## src/rtl/tdma_slot_scheduler.sv

```systemverilog
// tdma_slot_scheduler: time-division slot scheduler for N queues.
// Slot lengths are latched from delta into shadow registers at every frame
// load. Zero-length slots are skipped. slot_start and frame_start pulse in
// the first cycle of each slot and each frame.
// Optional feature macro: TDMA_WORK_CONSERVING_EN. When it is defined, an
// idle slot is lent to the next pending queue, searched cyclically.
module tdma_slot_scheduler #(
  parameter int NUMBER_OF_QUEUES = 4,
  parameter int REGISTER_SIZE    = 32
) (
  input  logic                                             clock,
  input  logic                                             reset,
  input  logic [NUMBER_OF_QUEUES-1:0][REGISTER_SIZE-1:0]   delta,
  input  logic [NUMBER_OF_QUEUES-1:0]                      pending,
  output logic [$clog2(NUMBER_OF_QUEUES)-1:0]              selection,
  output logic [$clog2(NUMBER_OF_QUEUES)-1:0]              grant,
  output logic                                             active,
  output logic                                             slot_start,
  output logic                                             frame_start
);

  localparam int N     = NUMBER_OF_QUEUES;
  localparam int IDX_W = $clog2(NUMBER_OF_QUEUES);

  typedef logic [IDX_W-1:0] idx_t;
  typedef enum logic {LOAD, RUN} state_t;

  state_t                          state_q, state_d;
  logic [N-1:0][REGISTER_SIZE-1:0] shadow_q, shadow_d;
  idx_t                            idx_q, idx_d;
  logic [REGISTER_SIZE-1:0]        cnt_q, cnt_d;
  idx_t                            sel_q, sel_d;
  logic                            active_q, active_d;
  logic                            ss_q, ss_d;
  logic                            fs_q, fs_d;

  idx_t load_idx;
  logic load_any;
  idx_t nxt_idx;
  logic nxt_any;
  logic slot_end;
  idx_t grant_c;

  // Lowest nonzero delta (candidate first slot of a new frame) and lowest
  // nonzero shadow above the current index (next slot in this frame).
  always_comb begin
    load_idx = '0;
    load_any = 1'b0;
    nxt_idx  = '0;
    nxt_any  = 1'b0;
    for (int i = N - 1; i >= 0; i--) begin
      if (delta[i] != '0) begin
        load_idx = idx_t'(i);
        load_any = 1'b1;
      end
      if ((i > int'(idx_q)) && (shadow_q[i] != '0)) begin
        nxt_idx = idx_t'(i);
        nxt_any = 1'b1;
      end
    end
    // Each slot is timed against its own length; no running frame sum.
    slot_end = (cnt_q == (shadow_q[idx_q] - REGISTER_SIZE'(1)));
  end

  // Next-state and registered-output logic for the LOAD/RUN controller.
  always_comb begin
    state_d  = state_q;
    shadow_d = shadow_q;
    idx_d    = idx_q;
    cnt_d    = cnt_q;
    sel_d    = sel_q;
    active_d = active_q;
    ss_d     = 1'b0;
    fs_d     = 1'b0;
    if ((state_q == RUN) && !slot_end) begin
      cnt_d = cnt_q + REGISTER_SIZE'(1);
    end else if ((state_q == RUN) && nxt_any) begin
      idx_d = nxt_idx;
      sel_d = nxt_idx;
      cnt_d = '0;
      ss_d  = 1'b1;
    end else begin
      // Frame load: from LOAD, or back-to-back when the last slot expires.
      shadow_d = delta;
      cnt_d    = '0;
      if (load_any) begin
        idx_d    = load_idx;
        sel_d    = load_idx;
        ss_d     = 1'b1;
        fs_d     = 1'b1;
        active_d = 1'b1;
        state_d  = RUN;
      end else begin
        idx_d    = '0;
        sel_d    = '0;
        active_d = 1'b0;
        state_d  = LOAD;
      end
    end
  end

  // State and output registers with synchronous active-high reset.
  always_ff @(posedge clock) begin
    if (reset) begin
      state_q  <= LOAD;
      shadow_q <= '0;
      idx_q    <= '0;
      cnt_q    <= '0;
      sel_q    <= '0;
      active_q <= 1'b0;
      ss_q     <= 1'b0;
      fs_q     <= 1'b0;
    end else begin
      state_q  <= state_d;
      shadow_q <= shadow_d;
      idx_q    <= idx_d;
      cnt_q    <= cnt_d;
      sel_q    <= sel_d;
      active_q <= active_d;
      ss_q     <= ss_d;
      fs_q     <= fs_d;
    end
  end

`ifdef TDMA_WORK_CONSERVING_EN
  int cand;

  // Lend an idle slot to the first pending queue after the slot owner.
  always_comb begin
    grant_c = sel_q;
    cand    = 0;
    if (!pending[sel_q] && (pending != '0)) begin
      for (int k = N - 1; k >= 1; k--) begin
        cand = (int'(sel_q) + k) % N;
        if (pending[cand]) grant_c = idx_t'(cand);
      end
    end
  end
`else
  logic unused_pending;

  // Strict TDMA: the slot owner is always the served queue.
  always_comb begin
    grant_c        = sel_q;
    unused_pending = ^pending;
  end
`endif

  assign grant       = reset ? '0 : grant_c;
  assign selection   = sel_q;
  assign active      = active_q;
  assign slot_start  = ss_q;
  assign frame_start = fs_q;

endmodule

```

## config.mk

```make
export PLATFORM = sky130hd
export DESIGN_NAME = tdma_slot_scheduler
export DESIGN_NICKNAME = d
export VERILOG_FILES = /design/src/rtl/tdma_slot_scheduler.sv
export SDC_FILE = /design/constraint.sdc
export NUM_CORES = 1
export LEC_CHECK = 0
export BUFFER_PORTS_ARGS = -buffer_cell sky130_fd_sc_hd__clkbuf_2
export CAP_MARGIN = 20
export CORE_ASPECT_RATIO = 1.25
export CORE_MARGIN = 10
export CORE_UTILIZATION = 50
export CTS_CLUSTER_SIZE = 20
export DETAILED_ROUTE_END_ITERATION = 8
export GPL_ROUTABILITY_DRIVEN = 0
export PLACE_DENSITY = 0.72
export RECOVER_POWER = 25
export SLEW_MARGIN = 20
export SYNTH_ARGS = -nofsm -noshare
export SYNTH_HDL_FRONTEND = slang
export SYNTH_SLANG_ARGS = --single-unit
```

## constraint.sdc

```tcl
create_clock -name clock -period 5.25 [get_ports clock]
set_clock_uncertainty 0.15 [all_clocks]
set_input_delay 0 -clock clock [delete_from_list [all_inputs] [get_ports clock]]
set_output_delay 0 -clock clock [all_outputs]
set_load 0.02 [all_outputs]
```

==> results by group, run 1 <==
Routing
  • DRT Pass-1 Iters: 5
  • Vias per inst: 5.73
  • DRC Markers: 0
  • Final wirelength: 28.3 mm
  • Antenna-violating nets left: 0
  • WL/cell: 18.7 µm
  • Vias: 8681
  • Initial drt markers: 715

Floorplan
  • DIE WIDTH: 141 µm
  • Initial core utilization: 50.6%
  • Placement Rows: 55
  • Die area: 24100 µm²
  • Boundary Pins: 141
  • CORE AREA: 18000 µm²
  • Chip Height: 171 µm

Timing
  • Crit share post-route: 93.2%
  • Hold slack final: 200 ps
  • Fmax: 0.204 GHz
  • Fin. Hold Viols: 0
  • Final max-slew violation count: 0
  • Setup TNS: 0 ps
  • Final setup violating endpoints: 0
  • RSZ-0062 raised after global routing: no
  • Least-Margin Pin Slew: 827 ps
  • Relative slew margins: 44.9%
  • Min cycle time layout: 4900 ps

Pwr
  • Cell Pwr Density: 282 nW/µm²
  • Leakage Power: 0.00482 µW
  • Peak supply drop: 0.000204 V

Finish
  • Final net count: 1408
  • FILL cells: 1362
  • Cell Count, Final, Fillers Out: 1516
  • Most common cell after layout, fill and taps aside: nand2_1
  • Share of cells above drive strength 1: 17.9%
  • Commonest cells after routing, fill and taps aside: nand2_1 (284), dfxtp_1 (163), mux2i_1 (134)
  • Finished Cell Area: 11800 µm²
  • Area Overhead vs Synth: 29.7%

Placed design
  • Post-Place Cells: 1352
  • Cell Area, Placed: 9960 µm²
  • Detail Placement HPWL: 19.1 mm
  • # port buffers: 136

CTS
  • Total clock sinks: 165
  • TritonCTS clock tree: built
  • Maximum root-to-sink buffer count: 2
  • H-tree depth: 4
  • Post-CTS Setup Bufs: 0
  • Clk_lat worst skew: 430 ps
  • # resized after CTS: 0
  • CTS Root Buffer Type: clkbuf_16
  • Worst-path clk slew: 70 ps
  • CTS buffer count: 17

Worst setup path
  • Critical path's slowest cell: mux4_2
  • Crit. End Element: flip-flop
  • Worst-path fanout max: 36
  • CP startpoint kind: flip-flop
  • Cells along the critical path: buf_12 > mux4_2 > nor4_4 > nand4_4 > nor4_2 > mux2_2 > o211a_1 > or4_1 > o31a_1 > buf_4 > mux2i_1
  • Critical Path RT: 5390 ps
  • WP data arrival: 5030 ps
  • Setup Crit Path Kind: reg2reg
  • FF-to-FF setup slack: 350 ps
  • CP peak stage delay: 640 ps

GRT
  • Largest net degree at the start of global routing: 127
  • Gr usage total: 23.2%
  • GR Overflow Total: 0
  • Vias in the first global route: 8532
  • Initial antenna violation count: 3
  • First-pass GRT wire length: 45.1 mm

Logic synthesis
  • Asr flop ratio synth: 0%
  • Ys flop type: dfxtp_1
  • Synthesized Nets: 1165
  • Cells after synthesis: 1029
  • Register area share after synthesis: 36.2%
  • Number of synthesized register bits: 165
  • Largest cells by area after synthesis: dfxtp_1 (36%), mux2i_1 (15%), nand2_1 (12%), mux4_2 (7.9%), xnor2_1 (4.9%)
  • Top cell type's share of synthesized area: 36.2%
  • Avg Inst Size Synth: 8.87 µm²
  • Post-synth EDFFs: 0
  • YS warnings: 0
  • Yosys cell types: 60
  • Synthesized cell area: 9130 µm²
  • Synth area leader: dfxtp_1

Hold path
  • HP Class: in2reg

Status
  • Status: completed

Flow run
  • Max-cap violations: 0
==> flip-flops by register name, indices dropped and copies added (netlist names) <==
register / cells
active: 1
cnt_q: 32
frame_start: 1
selection: 2
shadow_q: 128
slot_start: 1
==> per-stage QoR <==
step                      power [µW]  util (%)  setup WS (ps)
after floorplan                 1790         -            845
after global placement          1960      55.2            548
after detailed placement        1970      55.2            557
after CTS                       3330      65.8            504
after global routing            3450      65.7            140
final                           3330      65.7            355
==> routing by layer <==
| metal | part of all wire (%) | track usage (%) | vias up |
|---|---|---|---|
| met5 | 0 | 0 | - |
| met4 | 4.5 | 11.7 | 0 |
| met3 | 5.9 | 4.74 | 95 |
| met2 | 48 | 37.9 | 344 |
| met1 | 42 | 28.4 | 4105 |
| li1 | - | - | 4137 |
==> cell type report <==
type                            count  area (µm²)  area share, %
Antenna cell                        3        7.51         0.0634
Clock buffer                       19         433           3.66
Clock inverter                     13         173           1.46
Inverter                           10        42.5          0.359
Multi-Input combinational cell    797        5460           46.1
Sequential cell                   165        3310           27.9
Tap cell                          228         285           2.41
Timing Repair Buffer              281        2130           18.0
==> kinds of logic (layout without fill, tap and decap cells) <==
group / Yosys count / count (layout) / synth area share (%)
flops: 165 / 165 / 36.2
compound gates: 43 / 43 / 3.49
buf+inv: 67 / 323 / 4.00
other cells: 0 / 3 / 0
fa+ha+maj: 2 / 2 / 0.274
mux: 169 / 169 / 23.0
simple gates: 511 / 511 / 26.2
xor+xnor: 72 / 72 / 6.91
==> synth_stat cells (2+ instances only) <==
cell type and n:
nand2_1 284, dfxtp_1 165, mux2i_1 134, nor2_1 69, nor4_1 61, xnor2_1 51
clkbuf_1 35, mux4_2 32, nand4_1 25, xor2_1 21, nand3_1 16, buf_6 14
nor3_1 10, inv_1 9, o21ai_0 9, buf_2 7, or3_1 7, nand2b_1 6
o211ai_1 5, a21oi_1 4, and3_1 4, and4_1 4, nor2b_1 4, nor4_2 4
o211a_1 4, mux2_2 3, a22oi_1 2, a31oi_1 2, ha_1 2, nor3_2 2
nor4b_1 2, o21a_1 2, o31a_1 2, or2_2 2
==> what timing repair did <==
action                                  CTS  global route
endpoints found under the setup margin    0             0
hold buffers                            129             0
endpoints found under the hold margin   129             0
==> where the power goes <==
group          total [µW]  leakage, µW  internal [µW]  switching (µW)
clock                1290     0.000292            757             537
sequential           1380      0.00136           1320            60.7
combinational         660      0.00317            318             342
total                3330      0.00482           2390             940
==> critical path, delay by kind of cell, from the launching register on <==
family | cells | cell delay (ps)
muxes | 3 | 1220
DFF | 1 | 460
and+or+nand+nor | 4 | 1760
buffers and inverters | 2 | 550
AOI/OAI and AO/OA | 2 | 560
==> path summary, 6_finish.rpt <==
kind	end	depth (start not counted)	from
max reg2reg	shadow_q[68]	11	selection[1]
min	shadow_q[124]	4	delta[124]
min reg2reg	shadow_q[0]	2	shadow_q[0]
max	shadow_q[68]	11	selection[1]
Power figures use the tool's default switching activity.
==> run 2, diff against run 1 <==
--- a/config.mk
+++ b/config.mk
@@ -5,15 +5,16 @@
 export SDC_FILE = /design/constraint.sdc
 export NUM_CORES = 1
 export LEC_CHECK = 0
+export ABC_AREA = 1
 export BUFFER_PORTS_ARGS = -buffer_cell sky130_fd_sc_hd__clkbuf_2
 export CAP_MARGIN = 20
 export CORE_ASPECT_RATIO = 1.25
-export CORE_MARGIN = 10
+export CORE_MARGIN = 1
 export CORE_UTILIZATION = 50
 export CTS_CLUSTER_SIZE = 20
 export DETAILED_ROUTE_END_ITERATION = 8
 export GPL_ROUTABILITY_DRIVEN = 0
-export PLACE_DENSITY = 0.72
+export PLACE_DENSITY = 0.71
 export RECOVER_POWER = 25
 export SLEW_MARGIN = 20
 export SYNTH_ARGS = -nofsm -noshare
==> run 2 against run 1 <==
Clock power about the same. Highest routed layer unchanged. Sequential power about the same. Largest cell class unchanged. Final area grew 12%. Combinational power rose by 26%. Non-clock buffer count unchanged. Synthesized area grew 16%. Routed wire length rose by 18%.
==> results by group, run 2 <==
Status
  • Status: completed

Pwr
  • Cell-internal power: 2330 µW (-2.8%)
  • Sw Pwr: 1180 µW (+26%)
  • Switching Fraction: 33.7% (+5.5 points)
  • Reg power frac: 39.5% (-1.9 points)
  • Cell Pwr Density: 264 nW/µm² (-6.1%)
  • Combinational share of power: 23.8% (+4.0 points)
  • Leakage Power: 0.00643 µW (+34%)
  • Peak supply drop: 0.000230 V (+13%)
  • Clock share of power: 36.8% (-2.0 points)

Hold path
  • HP Class: in2reg
  • Hold Crit Start: reset

Timing
  • Final max-slew violation count: 0 (unchanged)
  • Setup TNS: 0 ps (unchanged)
  • Min cycle time layout: 4370 ps (-527 ps)
  • RSZ-0062 raised after global routing: no
  • Fin. Hold Viols: 0 (unchanged)
  • Relative slew margins: 30.1% (-15 points)
  • Least-Margin Pin Slew: 1040 ps (+211 ps)
  • Crit share post-route: 83.2% (-10 points)
  • Hold slack final: 190 ps (-9.61 ps)
  • Setup WS post-layout: 882 ps (+527 ps)
  • Fmax: 0.229 GHz (+12%)
  • Final setup violating endpoints: 0 (unchanged)

Logic synthesis
  • Xor/xnor share of the synthesized area: 2.89% (-4.0 points)
  • Most frequent cell after synthesis: nand2_1
  • Synth area leader: dfxtp_1
  • YS warnings: 0 (unchanged)
  • Synthesized cell area: 10600 µm² (+16%)
  • Cells after synthesis: 1816 (+76%)
  • Register area share after synthesis: 31.2% (-5.0 points)
  • Ys flop type: dfxtp_1
  • Number of synthesized register bits: 165 (unchanged)
  • Simple logic cell fraction of the synthesized area: 44.0% (+18 points)
  • Yosys cell types: 34 (-43%)
  • Main combinational cell family by area after synthesis: simple AND/OR/NAND/NOR gates
  • Area share of fa/ha/maj cells after synthesis: 0.236% (-0.038 points)
  • Post-synth EDFFs: 0 (unchanged)
  • Avg Inst Size Synth: 5.83 µm² (-34%)
  • Largest cells by area after synthesis: dfxtp_1 (31%), nand2_1 (18%), nand3_1 (9.2%), nor2_1 (9.0%), inv_1 (8.9%)
  • Asr flop ratio synth: 0% (unchanged)
  • Compound-Gate Fraction of Synth Area: 8.10% (+4.6 points)
  • Synthesized Nets: 1952 (+68%)
  • Mux contribution to synthesized area: 0% (-23 points)
  • Commonest cells post-synth: nand2_1 (521), nor2_1 (253), inv_1 (252)
  • Top cell type's share of synthesized area: 31.2% (-5.0 points)

Worst setup path
  • Critical Path RT: 5450 ps (+60 ps)
  • CP startpoint kind: flip-flop
  • Critical path's slowest cell: dfxtp_1
  • Cells along the critical path: buf_4 > inv_1 > buf_4 > nand3_1 > nand2_1 > nor2_1 > nand2_1 > nor2_4 > nand2_1 > nor2_2 > nand2_1 > nand2_1 > nor2_1 > nand2_1 > inv_1 > nand3_1 > nor2_1 > nand2_1 > nand3_1 > clkbuf_2 > nor3b_1
  • CP dominant cell by count: nand2_1
  • Worst r2r src: selection[1]
  • CP peak stage delay: 580 ps (-60 ps)
  • WP data arrival: 4570 ps (-460 ps)
  • Crit. End Element: flip-flop
  • Worst-path fanout max: 32 (-11%)
  • Setup Crit Path Kind: reg2reg
  • Critical path startpoint: selection[1]

GRT
  • GR Overflow Total: 0 (unchanged)
  • First-pass GRT wire length: 53.6 mm (+19%)
  • Largest net degree at the start of global routing: 104 (-18%)
  • Initial antenna violation count: 0 (-3)
  • Vias in the first global route: 11200 (+31%)
  • Gr usage total: 30.9% (+7.7 points)

Finish
  • Final net count: 2157 (+53%)
  • Most flops, register: shadow_q
  • Share of cells above drive strength 1: 9.69% (-8.2 points)
  • Core Util, Final: 63.7% (-1.9 points)
  • Max FFs per register: 128 (unchanged)
  • Area Overhead vs Synth: 25.3%
  • FILL cells: 1959 (+44%)
  • Multi-input gate area: 5870 µm² (+7.6%)
  • N_diodes: 0 (-3)
  • Register area: 3300 µm² (about the same)
  • Most common cell after layout, fill and taps aside: nand2_1
  • Commonest cells after routing, fill and taps aside: nand2_1 (521), nor2_1 (253), inv_1 (252)

Routing
  • DRT Pass-1 Iters: 7 (+2)
  • Vias per inst: 5.28 (-7.8%)
  • Final wirelength: 33.5 mm (+18%)
  • Vias: 12200 (+40%)
  • Antenna-violating nets left: 0 (unchanged)
  • WL/cell: 14.5 µm (-22%)
  • DRC Markers: 0 (unchanged)
  • Initial drt markers: 1044 (+46%)

Floorplan
  • CORE AREA: 20800 µm² (+15%)
  • DIE WIDTH: 132 µm (-6.2%)
  • Chip Height: 165 µm (-3.7%)
  • Placement Rows: 59 (+7.3%)
  • Boundary Pins: 141 (unchanged)
  • Initial core utilization: 50.9% (+0.25 points)
  • Die area: 21800 µm² (-9.6%)

CTS
  • Worst-path clk slew: 70 ps (about the same)
  • Clk_lat worst skew: 450 ps (+20 ps)
  • CTS Root Buffer Type: clkbuf_16
  • CTS buffer count: 17 (unchanged)
  • Total clock sinks: 165 (unchanged)
  • Post-CTS Setup Bufs: 0 (unchanged)
  • TritonCTS clock tree: built
  • H-tree depth: 4 (unchanged)
  • Maximum root-to-sink buffer count: 2 (unchanged)

Placed design
  • # port buffers: 136 (unchanged)
  • Detail Placement HPWL: 23.2 mm (+22%)
  • Pre-CTS WS: 1020 ps (+459 ps)

Flow run
  • Max-cap violations: 0 (unchanged)
-- run 2: cell types whose count changed after synthesis, sizes merged, moves of 7 or more --
cell	delta
a21oi	+137
xnor2	-43
nand2	+238
nand3	+178
or3	-7
buf	+42
inv	+246
nor4	-11
nor2	+191
mux2i	-134
mux4	-32
-- run 2: final timing paths --
path | endpoint | slack, ps | cells past startpoint
hold reg to reg | cnt_q[31] | 330 | 2
hold / removal | active | 190 | 3
setup / recovery | cnt_q[14] | 880 | 21
setup reg to reg | cnt_q[14] | 880 | 21
-- run 2: area by class of cell --
type / instances / area share, %
clock buffers: 18 / 3.23
well taps: 274 / 2.58
flip-flops and latches: 165 / 24.9
multi-input cells: 1297 / 44.3
inverters: 259 / 7.34
repair buffers: 281 / 16.3
clock inverters: 14 / 1.40
-- run 2: cell families after synthesis --
kind of cell	Yosys count
compound gates	166
simple gates	1094
buf+inv	354
flops	165
xor+xnor	35
fa+ha+maj	2
-- run 2: what timing repair did --
item | 4_1_cts | 5_1_grt
gates resized for setup | 0 | 0
hold buffers | 129 | 0
hold endpoints to repair | 129 | 0
-- run 2: worst max-delay path: cells and delay by family (launching register included) --
kind / cells / cell delay, ps
AND/OR/NAND/NOR: 16 / 2280
buffers and inverters: 5 / 1220
flip-flops: 1 / 580
-- run 2: per-stage QoR --
step | power [µW] | cells | instance area (µm²)
2_1_floorplan | 1930 | 1816 | 10600
3_3_place_gp | 2140 | 2147 | 11400
3_5_place_dp | 2150 | 2147 | 11400
4_1_cts | 3490 | 2308 | 13300
5_1_grt | 3680 | 2308 | 13300
6_report | 3510 | 2308 | 13300
-- run 2: power groups by stage --
stage / logic, µW / clock network, µW / registers (µW)
global route: 936 / 1350 / 1390
finish: 833 / 1290 / 1380
floorplan: 543 / 0 / 1390
detailed placement: 738 / 0 / 1410
global placement: 729 / 0 / 1410
CTS: 816 / 1290 / 1380
-- run 2: routing by layer --
metal | share of wire, % | wire, µm | up-vias | global-route usage, %
met1 | 41 | 13900 | 5525 | 36.5
met5 | 0 | 0 | - | 0
met4 | 3.7 | 1250 | 0 | 13.6
li1 | - | - | 6143 | -
met3 | 5.7 | 1930 | 94 | 5.43
met2 | 49 | 16500 | 419 | 55.2
==> run 3, diff against run 2 <==
--- a/config.mk
+++ b/config.mk
@@ -14,7 +14,7 @@
 export CTS_CLUSTER_SIZE = 20
 export DETAILED_ROUTE_END_ITERATION = 8
 export GPL_ROUTABILITY_DRIVEN = 0
-export PLACE_DENSITY = 0.71
+export PLACE_DENSITY = 0.73
 export RECOVER_POWER = 25
 export SLEW_MARGIN = 20
 export SYNTH_ARGS = -nofsm -noshare
==> constraint.sdc (replaced) <==
create_clock -name clock -period 4 [get_ports clock]
set_clock_uncertainty 0.15 [all_clocks]
set_input_delay 0 -clock clock [delete_from_list [all_inputs] [get_ports clock]]
set_output_delay 0 -clock clock [all_outputs]
set_load 0.02 [all_outputs]
==> run 3 against run 2 <==
Fmax is 18% higher. Die area unchanged. Clock power rose by 27%. Via count rose by 1.2%. Final cell count increased by 0.69%. Core utilization is 0.73 points higher. Critical path depth grew 6. Count of clock-buffer cells in the layout unchanged. Critical path type unchanged. Critical endpoint is now shadow_q[127]. Largest power group unchanged.
==> results by group, run 3 (synthesized netlist as in run 2, its figures left out) <==
Status
  • Status: completed

Worst setup path
  • Worst-path fanout max: 33 (+3.1%)
  • Setup Crit Path Kind: reg2reg
  • Reg-to-reg endpoint: shadow_q[127]
  • WP data arrival: 3880 ps (-690 ps)
  • CP startpoint kind: flip-flop
  • Critical path's slowest cell: dfxtp_4
  • CP peak stage delay: 390 ps (-190 ps)
  • FF-to-FF setup slack: 300 ps (-580 ps)
  • CP dominant cell by count: nand2_1
  • Crit. End Element: flip-flop
  • Worst r2r path cells: 27 (+29%)
  • Critical Path RT: 4180 ps (-1270 ps)
  • CP top delay family: simple AND/OR/NAND/NOR gates
  • Worst r2r src: selection[0]
  • CP Buf/Inv Count: 7 (+2)

Placed design
  • Detail Placement HPWL: 23.4 mm (+0.64%)
  • Cell Area, Placed: 11500 µm² (+0.92%)
  • # port buffers: 136 (unchanged)
  • Pre-CTS WS: 182 ps (-834 ps)

Timing
  • Fmax: 0.270 GHz (+18%)
  • Final setup violating endpoints: 0 (unchanged)
  • Setup TNS: 0 ps (unchanged)
  • Least-Margin Pin Slew: 1110 ps (+75.5 ps)
  • Fin. Hold Viols: 0 (unchanged)
  • RSZ-0062 raised after global routing: no
  • Min cycle time layout: 3700 ps (-670 ps)
  • Crit share post-route: 92.5% (+9.2 points)
  • Setup WS post-layout: 302 ps (-580 ps)
  • Final max-slew violation count: 0 (unchanged)
  • Relative slew margins: 25.1% (-5.1 points)

Routing
  • Final wirelength: 34.4 mm (+2.5%)
  • Antenna-violating nets left: 0 (unchanged)
  • DRT Pass-1 Iters: 7 (unchanged)
  • Initial drt markers: 1070 (+2.5%)
  • Vias per inst: 5.31 (+0.53%)
  • WL/cell: 14.8 µm (+1.8%)
  • Vias: 12300 (+1.2%)
  • DRC Markers: 0 (unchanged)

Finish
  • Final net count: 2173 (+0.74%)
  • Core Util, Final: 64.5% (+0.73 points)
  • Register area: 3310 µm² (+0.11%)
  • Finished Cell Area: 13400 µm² (+1.2%)
  • Area Overhead vs Synth: 26.7%
  • Most flops, register: shadow_q
  • FILL cells: 1913 (-2.3%)
  • N_diodes: 0 (unchanged)
  • Most common cell after layout, fill and taps aside: nand2_1
  • Max FFs per register: 128 (unchanged)
  • Share of cells above drive strength 1: 10.5% (+0.85 points)
  • Multi-input gate area: 5900 µm² (+0.40%)
  • Commonest cells after routing, fill and taps aside: nand2_1 (520), inv_1 (251), nor2_1 (249)

CTS
  • CTS buffer count: 17 (unchanged)
  • CTS Root Buffer Type: clkbuf_16
  • Total clock sinks: 165 (unchanged)
  • Clk_lat worst skew: 440 ps (about the same)
  • TritonCTS clock tree: built
  • Worst-path clk slew: 70 ps (about the same)
  • Maximum root-to-sink buffer count: 2 (unchanged)
  • H-tree depth: 4 (unchanged)

Floorplan
  • Placement Rows: 59 (unchanged)
  • Chip Height: 165 µm (unchanged)
  • Boundary Pins: 141 (unchanged)
  • Initial core utilization: 50.9% (unchanged)
  • Die area: 21800 µm² (unchanged)
  • CORE AREA: 20800 µm² (unchanged)
  • DIE WIDTH: 132 µm (unchanged)

Pwr
  • Power Total: 4590 µW (+31%)
  • Leakage Power: 0.00650 µW (+1.0%)
  • Cell Pwr Density: 342 nW/µm² (+29%)
  • Peak supply drop: 0.000306 V (+33%)

GRT
  • First-pass GRT wire length: 54.0 mm (+0.76%)
  • GR Overflow Total: 0 (unchanged)
  • Gr usage total: 31.1% (+0.12 points)
  • Largest net degree at the start of global routing: 171 (+64%)
  • Initial antenna violation count: 0 (unchanged)
  • Vias in the first global route: 11500 (+2.6%)

Hold path
  • Hold Crit Start: reset
  • WHS Endpoint: active
  • HP Class: in2reg
  • Min-Delay Path Depth: 3 (unchanged)

Flow run
  • Max-cap violations: 0 (unchanged)
## run 3: timing repair
action	4_1_cts	5_1_grt
endpoints found under the setup margin	0	134
hold buffers	129	0
gates resized for setup	0	16
buffers inserted	0	6
hold endpoints to repair	130	0
## run 3: worst max path at each step
stage,to,slack [ps],start,cells past startpoint
finish,shadow_q[127],300,selection[0],27
detailed placement,shadow_q[37],180,selection[0],22
global placement,shadow_q[79],220,selection[0],26
CTS,shadow_q[37],160,selection[0],22
floorplan,shadow_q[73],850,selection[0],27
global route,shadow_q[127],0.4,selection[0],27
## run 3: layout make-up
class | instances | share of cell area, %
sequential | 165 | 24.6
tap | 274 | 2.55
timing repair buffer | 296 | 17.3
clock inverter | 14 | 1.13
multi-input combinational | 1298 | 43.9
inverter | 259 | 7.27
clock buffer | 18 | 3.20
## run 3: metrics by stage
stage | hold WS [ps] | cells
floorplan | -80.6 | 1816
global route | 237 | 2324
detailed placement | 91.9 | 2156
CTS | 183 | 2317
global placement | 89.5 | 2156
finish | 217 | 2324
## run 3: power by group
part | internal [µW] | total, µW | switching [µW]
combinational | 439 | 1130 | 690
clock | 841 | 1640 | 798
sequential | 1730 | 1820 | 85.1
total | 3010 | 4590 | 1570
## run 3: worst reg2reg max path: cells and delay by family, from the launching register on
family                     cells  cell delay (ps)
and+or+nand+nor               19             1950
buffers and inverters          7              890
DFF                            1              390
adders and majority gates      1              200
## run 3: layer usage
layer  track usage [%]  wire length [µm]
met4              17.1              1640
met1              37.0             13900
met5                 0                 0
met3              3.59              1890
met2              54.7             16900
